===== src/rtl/phase_sweep_ctrl.sv =====
// phase_sweep_ctrl: sweeps the phase-shifter delay from a clamped minimum to a
// clamped maximum in fixed steps. Each point is held for a programmed number of
// generator frames. The delay only updates on a frame boundary, so the shifted
// clock never sees a change in the middle of a period.
module phase_sweep_ctrl #(
   parameter int PERIOD  = 1250,
   parameter int DELAY_W = 11,
   parameter int DWELL_W = 16,
   parameter int STEP_W  = 10
) (
   input  logic                      clk,
   input  logic                      rst_n,
   input  logic                      start,
   input  logic                      abort,
   input  logic                      loop,
   input  logic signed [DELAY_W-1:0] delay_min,
   input  logic signed [DELAY_W-1:0] delay_max,
   input  logic        [STEP_W-1:0]  step,
   input  logic        [DWELL_W-1:0] dwell,
   output logic signed [DELAY_W-1:0] delay,
   output logic                      frame_tick,
   output logic                      point_valid,
   output logic        [15:0]        point_idx,
   output logic                      busy,
   output logic                      done,
   output logic                      err
);

   localparam int CNT_W = $clog2(PERIOD + 1);
   localparam int EXT_W = DELAY_W + 2;
   localparam logic [CNT_W-1:0]          TC      = CNT_W'(PERIOD);
   localparam logic signed [DELAY_W-1:0] LIM     = DELAY_W'(PERIOD / 2 - 1);
   localparam logic signed [DELAY_W-1:0] D_ONE   = DELAY_W'(1);
   localparam logic [STEP_W-1:0]         STEP_1  = STEP_W'(1);
   localparam logic [DWELL_W-1:0]        DWELL_1 = DWELL_W'(1);

   typedef enum logic [1:0] {
      S_IDLE  = 2'd0,
      S_ARM   = 2'd1,
      S_DWELL = 2'd2,
      S_DONE  = 2'd3
   } state_t;

   // Keep sampled limits inside half a generator period.
   function automatic logic signed [DELAY_W-1:0] clamp_d(input logic signed [DELAY_W-1:0] v);
      logic signed [DELAY_W-1:0] r;
      r = v;
      if (v > LIM) begin
         r = LIM;
      end else if (v < -LIM) begin
         r = -LIM;
      end
      return r;
   endfunction

   // The shifter cannot take a zero delay, so zero is substituted with +1.
   function automatic logic signed [DELAY_W-1:0] zfix(input logic signed [DELAY_W-1:0] v);
      return (v == '0) ? D_ONE : v;
   endfunction

   // Registered state
   state_t                     r_state;
   logic [CNT_W-1:0]           r_cnt;
   logic signed [DELAY_W-1:0]  r_min;
   logic signed [DELAY_W-1:0]  r_max;
   logic [STEP_W-1:0]          r_step;
   logic [DWELL_W-1:0]         r_dwell;
   logic                       r_loop;
   logic [DWELL_W-1:0]         r_dwell_cnt;
   logic signed [DELAY_W-1:0]  r_pos;      // unfixed sweep position (min + k*step)
   logic signed [DELAY_W-1:0]  r_delay;    // zero-fixed value driven to the shifter
   logic [15:0]                r_idx;
   logic                       r_pv;
   logic                       r_err;

   // Next-state values
   state_t                     w_state_next;
   logic signed [DELAY_W-1:0]  w_min_next;
   logic signed [DELAY_W-1:0]  w_max_next;
   logic [STEP_W-1:0]          w_step_next;
   logic [DWELL_W-1:0]         w_dwell_next;
   logic                       w_loop_next;
   logic [DWELL_W-1:0]         w_dwell_cnt_next;
   logic signed [DELAY_W-1:0]  w_pos_next;
   logic signed [DELAY_W-1:0]  w_delay_next;
   logic [15:0]                w_idx_next;
   logic                       w_pv_next;
   logic                       w_err_next;

   // Combinational helpers
   logic                       w_tick;
   logic                       w_cfg_err;
   logic                       w_start_ok;
   logic signed [EXT_W-1:0]    w_nxt;
   logic signed [EXT_W-1:0]    w_max_ext;
   logic                       w_nxt_fits;
   logic [15:0]                w_idx_inc;

   assign w_tick     = (r_cnt == TC);
   assign w_cfg_err  = (delay_min > delay_max);
   assign w_start_ok = start && ((r_state == S_IDLE) || (r_state == S_DONE));

   // The next point is formed two bits wider than a delay, so min+k*step cannot wrap.
   assign w_nxt      = $signed({{2{r_pos[DELAY_W-1]}}, r_pos})
                     + $signed({{(EXT_W - STEP_W){1'b0}}, r_step});
   assign w_max_ext  = $signed({{2{r_max[DELAY_W-1]}}, r_max});
   assign w_nxt_fits = (w_nxt <= w_max_ext);
   assign w_idx_inc  = (r_idx == 16'hFFFF) ? r_idx : (r_idx + 16'd1);

   // Free-running frame counter 0..PERIOD, phase-matched to the shifter.
   always_ff @(posedge clk or negedge rst_n) begin
      if (!rst_n) begin
         r_cnt <= '0;
      end else if (w_tick) begin
         r_cnt <= '0;
      end else begin
         r_cnt <= r_cnt + CNT_W'(1);
      end
   end

   // Sweep state and datapath registers.
   always_ff @(posedge clk or negedge rst_n) begin
      if (!rst_n) begin
         r_state     <= S_IDLE;
         r_min       <= '0;
         r_max       <= '0;
         r_step      <= STEP_1;
         r_dwell     <= DWELL_1;
         r_loop      <= 1'b0;
         r_dwell_cnt <= DWELL_1;
         r_pos       <= D_ONE;
         r_delay     <= D_ONE;
         r_idx       <= '0;
         r_pv        <= 1'b0;
         r_err       <= 1'b0;
      end else begin
         r_state     <= w_state_next;
         r_min       <= w_min_next;
         r_max       <= w_max_next;
         r_step      <= w_step_next;
         r_dwell     <= w_dwell_next;
         r_loop      <= w_loop_next;
         r_dwell_cnt <= w_dwell_cnt_next;
         r_pos       <= w_pos_next;
         r_delay     <= w_delay_next;
         r_idx       <= w_idx_next;
         r_pv        <= w_pv_next;
         r_err       <= w_err_next;
      end
   end

   // Next-state and datapath decisions. Abort overrides everything else.
   always_comb begin
      w_state_next     = r_state;
      w_min_next       = r_min;
      w_max_next       = r_max;
      w_step_next      = r_step;
      w_dwell_next     = r_dwell;
      w_loop_next      = r_loop;
      w_dwell_cnt_next = r_dwell_cnt;
      w_pos_next       = r_pos;
      w_delay_next     = r_delay;
      w_idx_next       = r_idx;
      w_pv_next        = 1'b0;
      w_err_next       = r_err;

      if (abort) begin
         w_state_next = S_IDLE;
         w_err_next   = 1'b0;
      end else begin
         case (r_state)
            S_IDLE, S_DONE: begin
               if (w_start_ok) begin
                  if (w_cfg_err) begin
                     // Bad range: report it and park in DONE without touching delay.
                     w_err_next   = 1'b1;
                     w_state_next = S_DONE;
                  end else begin
                     w_err_next   = 1'b0;
                     w_min_next   = clamp_d(delay_min);
                     w_max_next   = clamp_d(delay_max);
                     w_step_next  = (step == '0) ? STEP_1 : step;
                     w_dwell_next = (dwell == '0) ? DWELL_1 : dwell;
                     w_loop_next  = loop;
                     w_state_next = S_ARM;
                  end
               end
            end

            S_ARM: begin
               // Load the first point on a frame boundary.
               if (w_tick) begin
                  w_pos_next       = r_min;
                  w_delay_next     = zfix(r_min);
                  w_idx_next       = '0;
                  w_dwell_cnt_next = r_dwell;
                  w_pv_next        = 1'b1;
                  w_state_next     = S_DWELL;
               end
            end

            S_DWELL: begin
               if (w_tick) begin
                  if (r_dwell_cnt == DWELL_1) begin
                     if (w_nxt_fits) begin
                        w_pos_next       = w_nxt[DELAY_W-1:0];
                        w_delay_next     = zfix(w_nxt[DELAY_W-1:0]);
                        w_idx_next       = w_idx_inc;
                        w_dwell_cnt_next = r_dwell;
                        w_pv_next        = 1'b1;
                     end else if (r_loop) begin
                        w_pos_next       = r_min;
                        w_delay_next     = zfix(r_min);
                        w_idx_next       = '0;
                        w_dwell_cnt_next = r_dwell;
                        w_pv_next        = 1'b1;
                     end else begin
                        // Past the end: keep the last delay and finish.
                        w_state_next = S_DONE;
                     end
                  end else begin
                     w_dwell_cnt_next = r_dwell_cnt - DWELL_1;
                  end
               end
            end

            default: begin
               w_state_next = S_IDLE;
            end
         endcase
      end
   end

   assign delay       = r_delay;
   assign frame_tick  = w_tick;
   assign point_valid = r_pv;
   assign point_idx   = r_idx;
   assign busy        = (r_state == S_ARM) || (r_state == S_DWELL);
   assign done        = (r_state == S_DONE);
   assign err         = r_err;

endmodule


===== config.mk =====
export PLATFORM = sky130hd
export DESIGN_NAME = phase_sweep_ctrl
export DESIGN_NICKNAME = d
export VERILOG_FILES = /design/src/rtl/phase_sweep_ctrl.sv
export SDC_FILE = /design/constraint.sdc
export NUM_CORES = 1
export LEC_CHECK = 0
export CORE_MARGIN = 3
export CORE_UTILIZATION = 56
export DETAILED_ROUTE_END_ITERATION = 7
export PLACE_DENSITY = 0.88
export SKIP_CTS_REPAIR_TIMING = 1
export SYNTH_ARGS = -nofsm -noshare
export SYNTH_HDL_FRONTEND = slang
export SYNTH_SLANG_ARGS = --single-unit

===== constraint.sdc =====
create_clock -name clk -period 5.4 [get_ports clk]
set_input_delay 1.08 -clock clk [delete_from_list [all_inputs] [get_ports clk]]
set_output_delay 1.08 -clock clk [all_outputs]
set_load 0.05 [all_outputs]

======== Word level (Yosys, flattened, before mapping) ========
Index checks and enable logic that the tools add are counted.
storage, ports and cells
  output and inout port bits .............. 32
  memories kept ........................... 0
  logic and storage cells ................. 115
  latch bits .............................. 0
  bits in read-only memories .............. 0
  input bits .............................. 53
  bits in writable memories ............... 0
  register bits ........................... 118
cells by class
  divide/modulo/power cells ............... 0
  reductions and logical operators ........ 18
  add/subtract/negate cells ............... 4
  shift operators ......................... 0
  multiply operators ...................... 0
  equal/unequal tests ..................... 18
  bitwise operators ....................... 2
  mux-type cells .......................... 54
  order comparisons ....................... 6
operators by type and width
  kind                                                                   count
  16-bit 2-to-1 mux                                                      12
  11-bit 2-to-1 mux                                                      17
  16-bit one-hot mux with 2 select lines                                 2
  11-bit one-hot mux with 2 select lines                                 2
  3-bit != test (second input constant)                                  8
  11-bit > comparator (second input constant)                            2
  11-bit logical NOT                                                     2
  11-bit less-than comparator (second input constant)                    2
  16-bit by 1-bit adder with 16-bit output (second input constant)       1
  16-bit by 1-bit == test with 1-bit output (second input constant)      1
  16-bit == test (second input constant)                                 1
  16-bit logical NOT                                                     1
  2-bit 2-to-1 mux                                                       8
  16-bit by 1-bit subtractor with 16-bit output (second input constant)  1
  11-bit by 11-bit adder with 12-bit output                              1
  12-bit by 11-bit less-or-equal comparator with 1-bit output            1
  6-bit AND reduction                                                    2
  11-bit by 1-bit adder with 11-bit output (second input constant)       1
  11-bit == test (second input constant)                                 1
  11-bit > comparator                                                    1
  10-bit logical NOT                                                     1
  1-bit 2-to-1 mux                                                       10
  10-bit 2-to-1 mux                                                      1
  7-bit AND reduction                                                    1
  15 further kinds                                                       22

======== Logic depth before layout (Yosys ltp) ========
Gate-level depths: netlist (run 1).
  word-level depth ........................ 7
  mapped depth ............................ 19

======== Worst setup path before layout (run 1) ========
No wires, ideal clock.
  path kind ............................... reg2reg
  start ................................... register r_step[0]
  end ..................................... register r_idx[9] (netlist: point_idx[9])
  required time ........................... 5304 ps
  data arrival time ....................... 3859 ps
  path slack .............................. 1445 ps
  cell stages (with the launch flop) ...... 19
  cell sequence ........................... dfstp_2 > ha_1 > inv_1 > fa_1 > nor2b_1 > o31a_2 > nor3_1 > o31ai_1 > xnor2_1 > ha_1 > a21oi_1 > nand2_1 > a21o_1 > o31a_1 > o21ai_1 > a41oi_1 > or2_2 > clkbuf_1 > o31ai_1
between the ends
  longest elaborated chain between the ends .. 6
  elaborated cells on any way between the ends .. 9
  those cells by class .................... add/sub: 1; order compare: 1; eq/ne: 2; mux: 4; reduce/logical: 1
RTL lines
  element                                                        line  text
  from (decl)                                                    66    logic [STEP_W-1:0] r_step;
  from (signal assigned)                                         140   r_step <= w_step_next;
  11-bit by 11-bit adder with 12-bit output *                    105   + $signed({{(EXT_W - STEP_W){1'b0}}, r_step});
  12-bit by 11-bit less-or-equal comparator with 1-bit output *  107   assign w_nxt_fits = (w_nxt <= w_max_ext);
  16-bit 2-to-1 mux                                              205   if (w_nxt_fits) begin
  16-bit 2-to-1 mux                                              204   if (r_dwell_cnt == DWELL_1) begin
  16-bit 2-to-1 mux                                              203   if (w_tick) begin
  16-bit one-hot mux with 2 select lines                         171   case (r_state)
  to (signal assigned)                                           146   r_idx <= w_idx_next;
  to (decl)                                                      72    logic [15:0] r_idx;
Mark *: on every way between the ends. The rest lies on a longest branch, timed or not. The select of a mux whose other input is x is not followed.
A chain may end at the register's enable or synchronous reset.

======== Worst setup path after layout (run 1) ========
  start ................................... register r_step[0]
  end ..................................... register r_idx[5] (netlist: point_idx[5])
Same word-level chain as after synthesis.

==> flow_results.org, run 1 <==
** Outcome
- The flow ran to the end, and the final reports show no timing, DRC or antenna violations.

** Setup path
- R2R cell count :: 15
- FF-to-FF Start :: r_step[0]
- The largest individual stage delay along the critical path comes from the cell nand3b_1.
- Critical path cell sequence :: ha_1, inv_1, fa_1, nor2b_1, o31a_2, nor3_1, o31ai_1, xnor2_1, ha_1, nand4_1, a211oi_1, nor4_1, nand3b_1, or2_2, o41ai_1
- Register-to-register setup slack :: 0.47 ns
- Reg-to-reg critical path endpoint :: point_idx[5]
- Data arrival at the endpoint of the critical path :: 5.23 ns
- Maximum fanout count along the critical path :: 18
- The worst setup path is of the register to register kind.
- The most numerous cell type found on the critical path is ha_1.
- Required time at the worst-slack endpoint :: 5.70 ns
- The worst setup path is captured at a register.
- For this run, the slowest stage of the critical path takes 0.68 ns.
- STA classifies the critical path startpoint as a register.

** Yosys
- Most frequently used flop master after synthesis :: dfrtp_1
- In this run, synthesis inferred 0 flip-flops with an integrated enable.
- Most repeated cell in the gate-level netlist after synthesis :: nand2_1
- Synthesis produced a netlist with a net count of 869.
- Post-Syn Area per Cell :: 8.880 sq um
- Summing every instance area after synthesis gives 6855 sq um.
- Cell accounting for the most synthesized area :: dfrtp_1
- Yosys Warn Count :: 0
- Counting every instance in the synthesized netlist gives 772.
- Portion of the post-synthesis area used by sequential elements :: 43.16%
- Counting instances in the post-synthesis netlist gives the leading cell types as nand2_1 (124), dfrtp_1 (113), inv_1 (55), o21ai_0 (55), nor2_1 (52).
- Share of Yosys cell area claimed by the top area cell type :: 41.25%
- The synthesized design contains 118 register bits.
- Ranking of synthesized cells by area :: dfrtp_1 (41%), ha_1 (7.8%), nand2_1 (6.8%)
- Fraction of synthesis flops using an asynchronous set or reset pin :: 100.0%
- Synthesis instantiated 64 different standard cells from the library.

** Routing
- Via count of the routed design :: 6106
- Router iterations before antenna repair :: 5
- In this run, the number of DRC markers left after iteration 0 of detailed routing was 567.
- For this run, design rule violations remaining after detail routing come to 0.
- Post-DRT Antenna Nets :: 0
- Average detailed-routed wire length per instance :: 16.54 microns
- Via-per-instance ratio :: 6.064
- After detailed routing, the total wire length is 16660 microns.

** Placed design
- Port buffering added 84 buffers.
- The wire-length estimate of the detail-placed layout is 11850 microns.
- Final RePlAce weighted congestion :: 0.8985
- Summing all placed instances gives a cell area of 7800 sq um.

** Die
- The core region is 11710 sq um.
- Count of standard-cell rows :: 39
- Die width :: 116.6 microns
- For this design the top-level I/O count stands at 85.
- Die footprint :: 13600 sq um
- The die is 116.6 microns tall.
- Once the floorplan was initialized, standard cells occupied 58.54% of the core.

** Clock tree
- In this run the number of H-tree levels came out at 4.
- Clock root buffer master :: clkbuf_16
- Buffers from clock root to sink, at most :: 2
- The number of clock buffers added by TritonCTS is 17.
- Number of clock sinks :: 118
- After clock tree synthesis, the clock-pin slew on the worst setup and hold paths is 0.05 ns.
- TritonCTS built the clock tree.
- Clock Latency Late Sink :: 0.42 ns

** Timing
- For the pin with the worst max-slew slack, the measured transition is 1.211 ns.
- For the final routed database, the setup TNS stands at 0 ns.
- Final hold vios :: 0
- RSZ-0062 raised after global routing :: no
- Rel. slew slack :: 19.12%
- Post-route minimum period :: 4.933 ns
- # setup viols final :: 0
- The clock arrives with 0.01635 ns of skew.
- Peak clock frequency supported by timing :: 0.2027 GHz
- Ratio of final minimum period to clock period :: 91.35%
- The final count of pins violating max slew came to 0.

** GRT
- First-pass GRT wire length :: 27660 microns
- Global routing used 25.90% of the available tracks.
- The number of global-route vias before repair came to 5651.
- Initial antenna violation count :: 0
- Overall overflow remaining after global route :: 0
- Pin count of the biggest net entering global routing :: 73

** Layout
- Number of antenna repair diodes :: 0
- Compared with the post-synthesis result, the final layout area differs by 21.74%.
- In the final layout, the share of cells above drive strength 1 is 7.639%.
- At the end of the flow, the number of nets in the layout was 948.
- Post-route design area :: 8346 sq um

** Power
- VDD sags by at most 422.5 uV.
- Power per unit of standard cell area :: 606.7 nW/um^2
- Summed over all cells, the static leakage comes to 3.795 nW.

** Run
- Across the run, the number of max-cap violations was 0.

** Min path
- Min-delay worst type :: register to register
- In this run the most critical hold path is launched from delay[0].
- Destination of the worst hold path :: delay[0]
- Number of cells on the worst hold path :: 2
## layout make-up
class                      instances  area, sq um
multi-input combinational        567         3557
fill                             866         3366
sequential                       118         2959
timing repair buffer              92        898.4
clock buffer                      23        467.9
inverter                          55        206.4
tap                              143        178.9
clock inverter                     9        77.57
## worst max path at each step
stage                    from  depth (start not counted)  slack (ns)            end
finish              r_step[0]                         15        0.47   point_idx[5]
global placement    r_step[0]                         15        0.88   point_idx[5]
detailed placement  r_step[0]                         15        0.69   point_idx[5]
CTS                 r_step[0]                         15        0.54   point_idx[5]
global route        r_step[0]                         15        0.18  point_idx[10]
floorplan           r_step[0]                         18        1.44   point_idx[9]
## flip-flops by register name, summed over array words and instances, names as in the netlist
register	cells
delay	11
err	1
point_idx	16
point_valid	1
r_cnt	11
r_dwell	16
r_dwell_cnt	16
r_loop	1
r_max	11
r_min	11
r_pos	11
r_state	2
r_step	10
## where the power goes
| part | switching (mW) | leakage, nW | internal [mW] |
|---|---|---|---|
| clock | 0.385 | 0.263 | 0.650 |
| combinational | 1.54 | 2.05 | 0.985 |
| sequential | 0.270 | 1.48 | 1.23 |
| total | 2.20 | 3.80 | 2.86 |
## placed cells by master (no fill, tap or decap), drive strengths merged, types with 13 or more instances in the layout
master           n
inv             55
a21oi           42
dfrtp          113
clkbuf          23
ha              43
a31oi           14
nor3            14
mux2            13
o31ai           13
nor4            13
nand2          124
o21ai           57
nand3           39
nor2            52
clkdlybuf4s50   83
## cell families after synthesis
family | Yosys count | share of synthesized area (%)
xor gates and xnor gates | 16 | 2.044
muxes | 20 | 3.158
and+or+nand+nor | 299 | 20.64
AOI/OAI and AO/OA | 188 | 17.63
buffers and inverters | 87 | 5.220
adders and majority gates | 44 | 8.140
DFF | 118 | 43.16
## metal layers
metal,up-vias,track usage [%],part of all wire [%]
li1,2902,-,-
met1,2912,35.80,46
met2,248,39.82,45
met3,44,6.839,6.7
met4,0,8.869,2.4
met5,-,0,0
## worst max-delay path, delay by kind of cell, from the launching register on
family | cells | cell delay, ns
adder cells (fa/ha/maj) | 3 | 0.94
buffers and inverters | 1 | 0.06
flip-flops | 1 | 0.53
AND/OR/NAND/NOR | 6 | 1.90
AO/OA/AOI/OAI | 4 | 1.24
XOR/XNOR | 1 | 0.15
## through the flow
stage / setup WS [ns] / utilization, % / power, mW / std cells / hold WS [ns]
after floorplan: 1.445 / - / 3.270 / 772 / 0.4404
after global placement: 0.8777 / 66.60 / 3.856 / 975 / 0.4561
after detailed placement: 0.6891 / 66.60 / 3.950 / 975 / 0.4667
after CTS: 0.5435 / 71.26 / 5.033 / 1007 / 0.4742
after global routing: 0.1800 / 71.26 / 5.419 / 1007 / 0.5043
final: 0.4673 / 71.26 / 5.063 / 1007 / 0.4711
Note: power is estimated with default switching activity, not from simulation.
==> run 2, diff against run 1 <==
Settings changed: CORE_MARGIN 3 to 8.
Clock period 5.4 ns to 5.8 ns, I/O delays scaled along.
==> run 2 against run 1 <==
Cell count is the same. Global-route usage shrank 4.4 points. Worst setup slack better by 0.44 ns. Core utilization is 1.6 points lower. Clock skew fell by 0.0084 ns. Worst hold slack about the same. Combinational power fell by 9.9%. First-iteration DRC count up 14%. Critical path type unchanged. Largest cell class unchanged. Largest power group unchanged. Highest routed layer unchanged.
==> flow_results.org, run 2 (synthesis results as in run 1) <==
** Layout
- Net count of the finished layout :: 947
- Number of antenna repair diodes :: 0
- Leading cell type in the layout, fill and taps excluded :: nand2_1
- Filler-free cell count of the finished design :: 1007
- Cells with a size suffix above 1 make up 7.209% of the layout.
- Highest-count cells in the layout ignoring fill and taps :: nand2_1 (124), dfrtp_1 (113), clkdlybuf4s50_1 (83), inv_1 (55), o21ai_0 (55)
- Compared with the post-synthesis result, the final layout area differs by 21.50%.
- Post-route design area :: 8329 sq um
- After filler insertion, the fill cell instance count of the layout stands at 887.

** Timing
- Adding up every negative setup slack in the final design gives 0 ns.
- Rel. slew slack :: 17.72%
- Final clock skew :: 0.007942 ns
- RSZ-0062 raised after global routing :: no
- Based on the critical path, the design can be clocked at up to 0.2043 GHz.
- Number of pins with negative max-slew slack in the final report :: 0
- At the pin with the least slew margin, the transition time is 1.232 ns.
- Setup violations remaining at the end of the flow were counted as 0.
- Final hold vios :: 0
- Ratio of final minimum period to clock period :: 84.39%
- Post-route minimum period :: 4.895 ns

** Die
- 85 I/O pins were placed.
- Height of the die :: 126.6 microns
- Die footprint :: 16040 sq um
- Once the floorplan was initialized, standard cells occupied 57.31% of the core.
- Measured along the x axis, the die boundary spans 126.6 microns.
- Core area :: 11960 sq um
- The floorplan has 40 rows.

** Clock tree
- Clock-pin slew on the worst setup and hold paths :: 0.05 ns
- Number of H-tree levels :: 4
- Clock root buffer master :: clkbuf_16
- No sink is reached through more buffers than the 2 on the longest clock path.
- TritonCTS built the clock tree.
- Num CTS Buffers :: 17
- The clock net in this run drives a total of 118 sinks.
- For the worst-skew pair, the clock arrives at the later sink with an insertion delay of 0.42 ns.

** GRT
- The first global-routing pass estimated 27970 microns of wire.
- Global routing finished with a remaining overflow of 0.
- All-layer global routing usage :: 21.53%
- Pin count of the biggest net entering global routing :: 76
- The initial antenna violation count came to 0.
- Via count of the first global-routing pass :: 5827

** Power
- In this run, flip-flops and latches consume 29.9% of the power.
- Net switching is 42.44% of the power.
- The clock network accounts for 20.7% of the total power.
- Cell internal power was estimated by the tool at 2.663 mW.
- Share of total power in combinational logic :: 49.4%
- Final Total Pwr :: 4.626 mW
- In this run the power spent charging and discharging nets is 1.964 mW.
- Summed over all cells, the static leakage comes to 3.793 nW.
- In this run the power density over the cells is 555.4 nW/um^2.
- VDD sags by at most 299.9 uV.

** Setup path
- Data arrival at the endpoint of the critical path :: 5.20 ns
- STA puts the critical path data required time at 6.10 ns.
- FF-to-FF Start :: r_step[0]
- The critical path goes through ha_1, inv_1, fa_1, nor2b_1, o31a_2, nor3_1, o31ai_1, xnor2_1, ha_1, nand4_1, a211oi_1, o31a_1, o21ai_1, a41oi_4, buf_4, mux2_2.
- Maximum cell stage delay along the critical path :: 0.75 ns
- Critical Path End Type :: register
- Register-to-register setup slack :: 0.91 ns
- Grouping stages by cell kind, the critical path spends the most delay in compound AO/OA/AOI/OAI gates.
- Critical Path Start :: r_step[0]
- Most Frequent Cell on Critical Path :: ha_1
- The slowest stage of the critical path is the a41oi_4 cell.
- In this run the worst path has a maximum fanout of 31.
- The worst setup path is launched from a register.
- The critical path is of the register to register type.
- The critical path contains buffers and inverters numbering 2 combined.

** Routing
- Violation count after the first detailed-routing iteration :: 648
- In the routed design, unresolved DRC markers number 0.
- In the routed layout, each cell is associated on average with a via count of 5.984.
- The final route contains 6026 vias.
- Total length of routed wires :: 16710 microns
- Post-DRT Antenna Nets :: 0
- The pre-antenna-repair detailed-routing pass consisted of 5 iterations.
- In the final routed layout, each cell accounts on average for 16.60 microns.

** Min path
- The path class of the tightest hold or removal check is register to register.
- Critical hold path startpoint :: delay[0]

** Run
- MaxCap Viol Count :: 0

** Placed design
- Detailed placement finished with a half-perimeter wire length of 11940 microns.
- Final RePlAce weighted congestion :: 0.8923
- In this run the tool buffered the top-level ports with 84 buffer cells.
- In this run, placement finished with an instance count of 978.
- The placed instances occupy a cell area of 7797 sq um.

** Outcome
- The run finished with clean final reports.
-- run 2: through the flow --
| step | hold WS (ns) | utilization [%] | setup WS [ns] |
|---|---|---|---|
| final | 0.4714 | 69.63 | 0.9052 |
| after global routing | 0.4866 | 69.63 | 0.5465 |
| after CTS | 0.4691 | 69.63 | 0.9550 |
| after detailed placement | 0.4632 | 65.19 | 1.012 |
| after global placement | 0.4596 | 65.19 | 1.184 |
| after floorplan | 0.4404 | - | 1.845 |
-- run 2: tightest hold or removal path: stages (launching register included) --
cell,delay (ns)
dfstp_2,0.36
nand2_1,0.05
o21ai_1,0.06
-- run 2: power by group through the flow --
| stage | logic [mW] | registers, mW | clock network, mW |
|---|---|---|---|
| 2_1_floorplan | 1.58 | 1.46 | 0 |
| 3_3_place_gp | 2.18 | 1.38 | 0 |
| 3_5_place_dp | 2.25 | 1.38 | 0 |
| 4_1_cts | 2.28 | 1.38 | 0.966 |
| 5_1_grt | 2.57 | 1.41 | 1.00 |
| 6_report | 2.28 | 1.38 | 0.958 |
-- run 2: routing by layer --
layer  global-route usage (%)  vias to the layer above  part of all wire [%]
met4                    8.634                        0                   2.3
met1                    27.70                     2884                    44
met2                    33.99                      206                    47
met5                        0                        -                     0
met3                    5.530                       37                   6.1
li1                         -                     2899                     -
-- run 2: final timing paths --
kind | to | cells past startpoint
hold / removal | delay[0] | 2
min in group asynchronous | r_step[3] | 1
hold reg to reg | delay[0] | 2
setup / recovery | delay[1] | 16
setup reg to reg | delay[1] | 16
max in group asynchronous | r_dwell_cnt[0] | 2
-- run 2: final cells by class --
class	instances	area, sq um	area share (%)
timing repair buffer	91	890.9	10.70
clock inverter	5	50.05	0.6009
multi-input combinational	567	3557	42.71
inverter	55	206.4	2.479
sequential	118	2959	35.53
tap	147	183.9	2.208
clock buffer	24	481.7	5.783
==> run 3, diff against run 2 <==
Clock period 5.8 ns to 5.02 ns, I/O delays scaled along.
==> run 3 against run 2 <==
Critical path depth up 1. Largest cell class unchanged. Cell area up 1.4%. Worst setup slack got worse by 0.46 ns. Non-clock buffer count increased by 2. Combinational power increased by 18%.
==> flow_results.org, run 3 (synthesis results as in run 1) <==
** Power
- The share of total power dissipated in sequential elements is 28.8%.
- Per report_power, the combinational group accounts for 48.5% of the total.
- Final Total Pwr :: 5.548 mW
- Dividing total power by cell area gives a power density of 656.9 nW/um^2.
- Net switching is 41.75% of the power.
- Portion of total power attributed to the clock network :: 22.6%
- Cell internal power was estimated by the tool at 3.232 mW.
- Peak supply drop :: 384.7 uV
- Leakage power figure :: 3.853 nW
- P_sw :: 2.316 mW

** Timing
- Rel. slew slack :: 15.60%
- Final hold vios :: 0
- Ratio of final minimum period to clock period :: 91.12%
- Post-Route Setup TNS :: 0 ns
- Between clock sinks in the finished design, the worst skew comes to 0.01632 ns.
- For this run, the top clock speed supported by timing is 0.2186 GHz.
- After layout, the minimum clock period comes to 4.574 ns.
- The final count of pins violating max slew came to 0.
- Setup violations remaining at the end of the flow were counted as 0.
- RSZ-0062 raised after global routing :: no
- For the pin with the worst max-slew slack, the measured transition is 1.263 ns.

** Setup path
- The number of buffers and inverters on the critical path is 1.
- On the worst path, the slowest cell contributes a delay of 0.52 ns.
- Kind of launch point of the worst setup path :: register
- Along the worst path, the maximum fanout reaches 16.
- Critical Path End Type :: register
- Critical path cell sequence :: ha_1, inv_1, fa_1, nor2b_1, o31a_2, nor3_1, o31ai_1, xnor2_1, ha_1, a21oi_1, nand2_1, a21o_1, o31a_1, o21ai_1, a41oi_4, or2_2, o31ai_1
- Slowest cell on the critical path :: dfstp_2
- Data arrival at the endpoint of the critical path :: 4.89 ns
- For the worst setup path, the data required time is 5.34 ns.
- Kind of critical path :: register to register
- Grouping stages by cell kind, the critical path spends the most delay in compound AO/OA/AOI/OAI gates.

** Routing
- The detail route stage leaves a number of antenna-violating nets equal to 0.
- After detailed routing, the number of remaining DRC violations is 0.
- After detailed routing, the number of vias per cell comes to 6.058.
- Violation count after the first detailed-routing iteration :: 560
- Via count of the routed design :: 6131
- Dividing the detail-routed wire length by the instance count gives 16.98 microns.
- Router iterations before antenna repair :: 6
- Total length of routed wires :: 17180 microns

** Layout
- Number of antenna repair diodes :: 0
- Fraction of final layout cells with drive strength greater than 1 :: 7.977%
- Leading cell type in the layout, fill and taps excluded :: nand2_1
- # fillers :: 858
- Net count of the finished layout :: 949
- Synth-to-Final Area Change :: 23.20%
- Highest-count cells in the layout ignoring fill and taps :: nand2_1 (124), dfrtp_1 (113), clkdlybuf4s50_1 (83), inv_1 (55), o21ai_0 (55)

** Placed design
- Detailed placement finished with a half-perimeter wire length of 12160 microns.
- Input and output buffers added on the ports amount to 84.
- Final RePlAce weighted congestion :: 0.8867

** Clock tree
- TritonCTS clock tree :: yes
- Clock Latency Late Sink :: 0.42 ns
- The H-tree was split into 4 levels.
- Number of clock sinks :: 118
- Clock-pin slew was measured on the worst setup and hold paths at 0.05 ns.
- The longest clock path from root to sink contains 2 buffers.
- Clock tree synthesis inserted a total of 17 buffers.
- The tree is rooted in a clkbuf_16.

** Outcome
- The flow ran to the end, and the final reports show no timing, DRC or antenna violations.

** GRT
- Pin count of the biggest net entering global routing :: 52
- First-pass GRT wire length :: 29100 microns
- Global routing used 22.25% of the available tracks across all layers.
- In the global route stage, met1 resource usage came out at 28.51%.
- Global routing used 5.656% of the available met3 tracks.
- GRT busiest layer :: met2
- The initial antenna violation count is 0.
- Global routing met2 resource utilization :: 35.25%
- Via count of the first global-routing pass :: 6007
- Overall overflow remaining after global route :: 0

** Die
- The floorplan step set the die height to 126.6 microns.
- In this run the standard cell core region covers 11960 sq um.
- The die is 126.6 microns wide.
- Count of standard-cell rows :: 40
- Once the floorplan was initialized, standard cells occupied 57.31% of the core.
- 85 I/O pins were placed.
- Die footprint :: 16040 sq um

** Run
- MaxCap Viol Count :: 0

** Min path
- The path class of the tightest hold or removal check is input port to async pin.
run 3: cell types whose count changed in the layout (fill, tap and decap cells not counted), sizes merged:
cell,delta
buf,+2
bufinv,+2
clkinv,+1
run 3: power groups by stage:
| stage | logic, mW | registers (mW) | clock network (mW) |
|---|---|---|---|
| after floorplan | 1.83 | 1.69 | 0 |
| after global placement | 2.54 | 1.59 | 0 |
| after detailed placement | 2.63 | 1.60 | 0 |
| after CTS | 2.67 | 1.59 | 1.27 |
| after global routing | 2.98 | 1.64 | 1.31 |
| final | 2.69 | 1.60 | 1.26 |
run 3: final cells by class:
type                       count  area (sq um)  share of cell area (%)
inverter                      55         206.4                   2.444
clock inverter                 8         118.9                   1.407
timing repair buffer          93         918.4                   10.87
sequential                   118          2959                   35.04
clock buffer                  24         501.7                   5.941
tap                          147         183.9                   2.178
multi-input combinational    567          3557                   42.12
run 3: worst paths after layout:
check | start | end | slack [ns] | cells after the start
max in group asynchronous | rst_n | r_cnt[9] | 3.63 | 2
worst max register to register | r_step[0] | point_idx[6] | 0.45 | 17
worst min-delay path | rst_n | delay[2] | 0.45 | 1
min in group clk | r_dwell[3] | r_dwell[3] | 0.48 | 2
worst max-delay path | r_step[0] | point_idx[6] | 0.45 | 17
worst min register to register | r_dwell[3] | r_dwell[3] | 0.48 | 2
run 3: routing by layer:
metal	wire length, microns	vias up	part of all wire (%)
li1	-	2918	-
met1	7681	2954	45
met2	8165	231	48
met3	1037	28	6.0
met4	299	0	1.7
met5	0	-	0
run 3: stage by stage:
step | std cells | worst slack (ns) | cell area (sq um) | hold WS (ns) | util [%]
floorplan | 772 | 1.065 | 6855 | 0.4404 | -
CTS | 1012 | 0.4760 | 8446 | 0.4503 | 70.61
finish | 1012 | 0.4459 | 8446 | 0.4525 | 70.61
detailed placement | 980 | 0.4877 | 7825 | 0.4674 | 65.42
global route | 1012 | 0.001504 | 8446 | 0.4590 | 70.61
global placement | 980 | 0.6538 | 7825 | 0.4615 | 65.42
==> patch 1: new RTL, settings of run 3 <==
Make the reset (`rst_n`) synchronous in 2 clocked blocks.
--- a/src/rtl/phase_sweep_ctrl.sv
+++ b/src/rtl/phase_sweep_ctrl.sv
@@ -109,5 +109,5 @@
 
    // Free-running frame counter 0..PERIOD, phase-matched to the shifter.
-   always_ff @(posedge clk or negedge rst_n) begin
+   always_ff @(posedge clk) begin
       if (!rst_n) begin
          r_cnt <= '0;
@@ -120,5 +120,5 @@
 
    // Sweep state and datapath registers.
-   always_ff @(posedge clk or negedge rst_n) begin
+   always_ff @(posedge clk) begin
       if (!rst_n) begin
          r_state     <= S_IDLE;
Function: differs if rst_n is asserted again (counterexample within 4 cycles, from zero or initial values and one cycle with rst_n low); with rst_n held inactive, the same outputs for 10 cycles.
==> patch 1 against run 3 <==
Sequential share of layout area shrank 6.2 points; wire length rose by 8.8%; global-route usage grew 1.6 points; critical path type unchanged; largest cell class unchanged; count of clock-buffer cells in the layout decreased by 3; setup slack worse by 130 ps; area after synthesis decreased by 2.6%; synthesized cell count up 7.1%; final area down 2.9%; sequential cell count unchanged; maximum frequency decreased by 2.8%; critical path depth is 4 lower.
Power is not compared: it rests on default switching activity, and its combinational part moved more than twofold at a synthesized area within 25%.
==> patch 1: results (changes against run 3) <==
Placed Cells incl. Taps - 1020 (was 980)
P_comb - 0.000761 W
Setup Skew - 7.32 ps (was 16.3 ps)
Layout cells sized above 1 - 0.0707 (was 0.0798)
Sequential logic power - 0.00104 W
Outcome - finished clean (unchanged)
Mapped Cells - 827 (was 772)
WP data arrival - 5010 ps (was 4890 ps)
Area after DPL - 7590 µm² (was 7830 µm²)
Initial DRC count - 688 (was 560)
Vias in the first global route - 6409 (was 6007)
Ys async rst share - 0 (was 1.00)
Fin nets - 990 (was 949)
YS warnings - 0 (unchanged)
Pint - 0.00207 W
Routed vias - 6673 (was 6131)
HPWL Detailed - 12800 µm (was 12200 µm)
Syn nets - 925 (was 869)
WL per Instance - 17.8 µm (was 17.0 µm)
Clock transition at path regs - 50 ps (about the same)
Synth Area in XOR/XNOR - 0.0184 (was 0.0204)
Post-Synth Adder-Cell Area - 0.0854 (was 0.0814)
Gr usage total - 0.239 (was 0.223)
Delay-heaviest family, CP - compound AO/OA/AOI/OAI gates (unchanged)
Ant. Diodes - 0 (unchanged)
Post-synthesis mux area share - 0.0148 (was 0.0316)
Most frequent cell after synthesis - dfxtp_1 (was nand2_1)
Largest net degree at the start of global routing - 49 (was 52)
Slowest cell delay on critical path - 800 ps (was 520 ps)
Post-Place Worst Slack - 547 ps (was 488 ps)
Relative slew slack - 0.270 (was 0.156)
IO Port Bufs - 84 (unchanged)
Hold Path Class - flop to flop (was input port to async pin)
Htree depth - 4 (unchanged)
Leakage - 3.09 nW
Sequential-to-total area share from yosys stat - 0.354 (was 0.432)
Final Wtd Congestion - 0.919 (was 0.887)
Synth top area share - 0.354 (was 0.412)
Peak supply drop - 273 µV
DRT Pass-1 Iters - 5 (was 6)
First-pass GRT wire length - 31200 µm (was 29100 µm)
Worst path slowest cell - o41ai_2 (was dfstp_2)
Main synth FF type - dfxtp_1 (was dfrtp_1)
CTS Buf Count - 17 (unchanged)
Post-synth top cells - dfxtp_1 (118), a21oi_1 (91), o21ai_0 (79), nor2_1 (74), nand2_1 (53) (was nand2_1 (124), dfrtp_1 (113), inv_1 (55), o21ai_0 (55), nor2_1 (52))
Final cell count without fillers - 1052 (was 1012)
Netlist cell types - 67 (was 64)
Crit-path max FO - 15 (was 16)
Clock latency on the worst-skew pair - 420 ps (about the same)
Synth area leaders - dfxtp_1 (35%), ha_1 (8.2%), a21oi_1 (6.8%) (was dfrtp_1 (41%), ha_1 (7.8%), nand2_1 (6.8%))
Post-synthesis compound-gate area fraction - 0.256 (was 0.176)
-- patch 1: changes by cell type after synthesis, sizes merged, moves of 7 or more --
cell,before,now
inv,55,42
o2111ai,0,7
nand2,124,53
o21ai,57,81
dfrtp,113,0
nand3,39,48
a31oi,14,5
o211ai,4,11
o41ai,1,8
a21oi,42,91
dfxtp,0,118
clkbuf,23,36
nor2,52,74
-- patch 1: final cells by class --
| cell class | instances | area (µm²) |
|---|---|---|
| clock inverters | 11 | 149 |
| inverters | 42 | 158 |
| fillers | 867 | 3610 |
| clock buffers | 21 | 460 |
| multi-input cells | 621 | 3990 |
| flip-flops and latches | 118 | 2360 |
| repair buffers | 92 | 901 |
| well taps | 147 | 184 |
-- patch 1: layer usage --
metal | GRT usage | wire (µm) | vias to the layer above
met5 | 0 | 0 | -
li1 | - | - | 3201
met1 | 0.280 | 7800 | 3129
met3 | 0.0561 | 1130 | 68
met4 | 0.117 | 618 | 0
met2 | 0.403 | 9150 | 275
-- patch 1: stage by stage --
| stage | utilization | total power (W) |
|---|---|---|
| floorplan | - | 0.00158 |
| global placement | 0.643 | 0.00178 |
| detailed placement | 0.643 | 0.00180 |
| CTS | 0.694 | 0.00304 |
| global route | 0.694 | 0.00318 |
| finish | 0.694 | 0.00305 |
-- patch 1: final timing paths --
| check | slack, ps | cells past startpoint | end | from |
|---|---|---|---|---|
| worst max-delay path | 310 | 13 | r_pos[3] | r_step[4] |
| worst min-delay path | 460 | 2 | delay[8] | delay[8] |
| worst max register to register | 310 | 13 | r_pos[3] | r_step[4] |
| worst min register to register | 460 | 2 | delay[8] | delay[8] |
-- patch 1: worst register-to-register path: cells and delay by family (launching register included) --
family	cells	cell delay [ps]
buf+inv	1	360
mux	1	350
compound gates	7	2280
fa+ha+maj	2	690
flops	1	320
simple gates	2	590
==> patch 2: new RTL, flow settings as in run 3 <==
Without the edit above. The parameter `PERIOD` goes from 1250 to 625.
--- a/src/rtl/phase_sweep_ctrl.sv
+++ b/src/rtl/phase_sweep_ctrl.sv
@@ -4,5 +4,5 @@
 // clock never sees a change in the middle of a period.
 module phase_sweep_ctrl #(
-   parameter int PERIOD  = 1250,
+   parameter int PERIOD  = 625,
    parameter int DELAY_W = 11,
    parameter int DWELL_W = 16,
Function: no difference found for any inputs over 10 cycles, from zero or initial values and one cycle with rst_n low; that may be too few to reach the edited logic, so the function may still have changed.
==> patch 2 against run 3 <==
Non-clock buffer count did not move; wire length rose by 7.6%; final area rose by 0.31%; sequential cell count fell by 1; total power rose by 9.0%; first-iteration DRC count fell by 7.9%; setup slack got worse by 170 ps; maximum frequency fell by 3.6%; clock skew fell by 7.0 ps; area after synthesis did not move.
==> patch 2: results (changes against run 3) <==
Met3 global-route usage - 0.0658 (was 0.0566)
IO Port Bufs - 84 (unchanged)
Layout cells sized above 1 - 0.113 (was 0.0798)
Leakage - 3.56 nW (was 3.85 nW)
Final Wtd Congestion - 0.925 (was 0.887)
GR peak layer - met2 (unchanged)
Routed vias - 6083 (was 6131)
WL per Instance - 18.9 µm (was 17.0 µm)
CTS root buffer - clkbuf_16 (unchanged)
Initial antenna violation count - 0 (unchanged)
DR WL met2 - 8680 µm (was 8170 µm)
Met3 wire length - 1170 µm (was 1040 µm)
HPWL Detailed - 13400 µm (was 12200 µm)
Placed Cells incl. Taps - 949 (was 980)
Metal1 wirelength - 8030 µm (was 7680 µm)
Peak supply drop - 331 µV (was 385 µV)
Netlist cell types - 66 (was 64)
Setup Skew - 9.31 ps (was 16.3 ps)
Outcome - finished clean (unchanged)
Clock transition at path regs - 60 ps
Vias in the first global route - 6175 (was 6007)
Slew @ Worst Pin - 1170 ps (was 1260 ps)
Largest net degree at the start of global routing - 86 (was 52)
Uppermost layer routed - met4 (unchanged)
YS warnings - 0 (unchanged)
Ant. Diodes - 0 (unchanged)
Ys async rst share - 1.00 (unchanged)
Htree depth - 4 (unchanged)
Most frequent cell after synthesis - dfrtp_1 (was nand2_1)
Clock buffer depth - 2 (unchanged)
Post-Place Worst Slack - 69.7 ps (was 488 ps)
DRT Pass-1 Iters - 6 (unchanged)
Clock latency on the worst-skew pair - 430 ps
Avg Inst Size Synth - 9.30 µm² (was 8.88 µm²)
Gr usage total - 0.236 (was 0.223)
CTS Buf Count - 17 (unchanged)
Crit-path max FO - 8 (was 16)
Synth area leaders - dfrtp_1 (41%), ha_1 (7.8%), o21ai_0 (4.7%) (was dfrtp_1 (41%), ha_1 (7.8%), nand2_1 (6.8%))
Post-synth top cells - dfrtp_1 (112), nor2_1 (76), o21ai_0 (65), a21oi_1 (61), inv_1 (48) (was nand2_1 (124), dfrtp_1 (113), inv_1 (55), o21ai_0 (55), nor2_1 (52))
Sequential-to-total area share from yosys stat - 0.428 (was 0.432)
First-pass GRT wire length - 30600 µm (was 29100 µm)
M1 GR Usage - 0.297 (was 0.285)
Initial DRC count - 516 (was 560)
WP data arrival - 5090 ps (was 4890 ps)
Drt drc - 0 (unchanged)
Via density - 6.20 (was 6.06)
Grt ovf - 0 (unchanged)
Fin nets - 918 (was 949)
Syn nets - 834 (was 869)
Hold Path Class - flop to flop (was input port to async pin)
Fill count - 890 (was 858)
Area after DPL - 7850 µm² (was 7830 µm²)
Met2 Usage GRT - 0.374 (was 0.353)
## patch 2: changes by cell type after synthesis, sizes merged, moves of 15 or more
cell,before,now
nand2,124,45
nor2,52,76
a21oi,42,62
mux2,13,28
nand3,39,18
## patch 2: cell type report
cell class                      count  area [µm²]  area share
Multi-Input combinational cell    543        3660       0.432
Sequential cell                   117        2930       0.346
Timing Repair Buffer               93         906       0.107
Clock buffer                       24         512      0.0604
Inverter                           49         184      0.0217
Tap cell                          147         184      0.0217
Clock inverter                      8        96.3      0.0114
## patch 2: worst paths after layout
| check | start | to | slack, ps | cells past startpoint |
|---|---|---|---|---|
| min in group asynchronous | rst_n | r_max[6] | 780 | 1 |
| max reg2reg | r_step[0] | point_idx[8] | 280 | 17 |
| min | r_pos[0] | r_pos[0] | 480 | 2 |
| min reg2reg | r_pos[0] | r_pos[0] | 480 | 2 |
| max in group asynchronous | rst_n | delay[0] | 3160 | 2 |
| max | r_step[0] | point_idx[8] | 280 | 17 |
## patch 2: where the power goes
group          total, W  switching, W  internal [W]
registers       0.00162      0.000284       0.00133
logic           0.00319       0.00197       0.00122
clock network   0.00125      0.000440      0.000806
## patch 2: kinds of logic after synthesis
| group | after synthesis | synth area share |
|---|---|---|
| compound gates | 205 | 0.186 |
| xor+xnor | 19 | 0.0243 |
| fa+ha+maj | 44 | 0.0814 |
| buf+inv | 77 | 0.0427 |
| flops | 117 | 0.428 |
| mux | 37 | 0.0591 |
| simple gates | 238 | 0.179 |
## patch 2: worst max-delay path, cell delays in order, from the launching register on
cell       delay [ps]
dfstp_2           530
ha_1              180
inv_1              70
fa_1              390
nand2b_1          190
a21oi_1           160
a2111oi_1          90
o31ai_1           280
xor2_1            280
ha_1              310
a21oi_1           170
nand2_1            80
a221oi_2          380
a211o_1           280
a31oi_4           160
or4_4             580
or3_1             360
a21oi_1           150
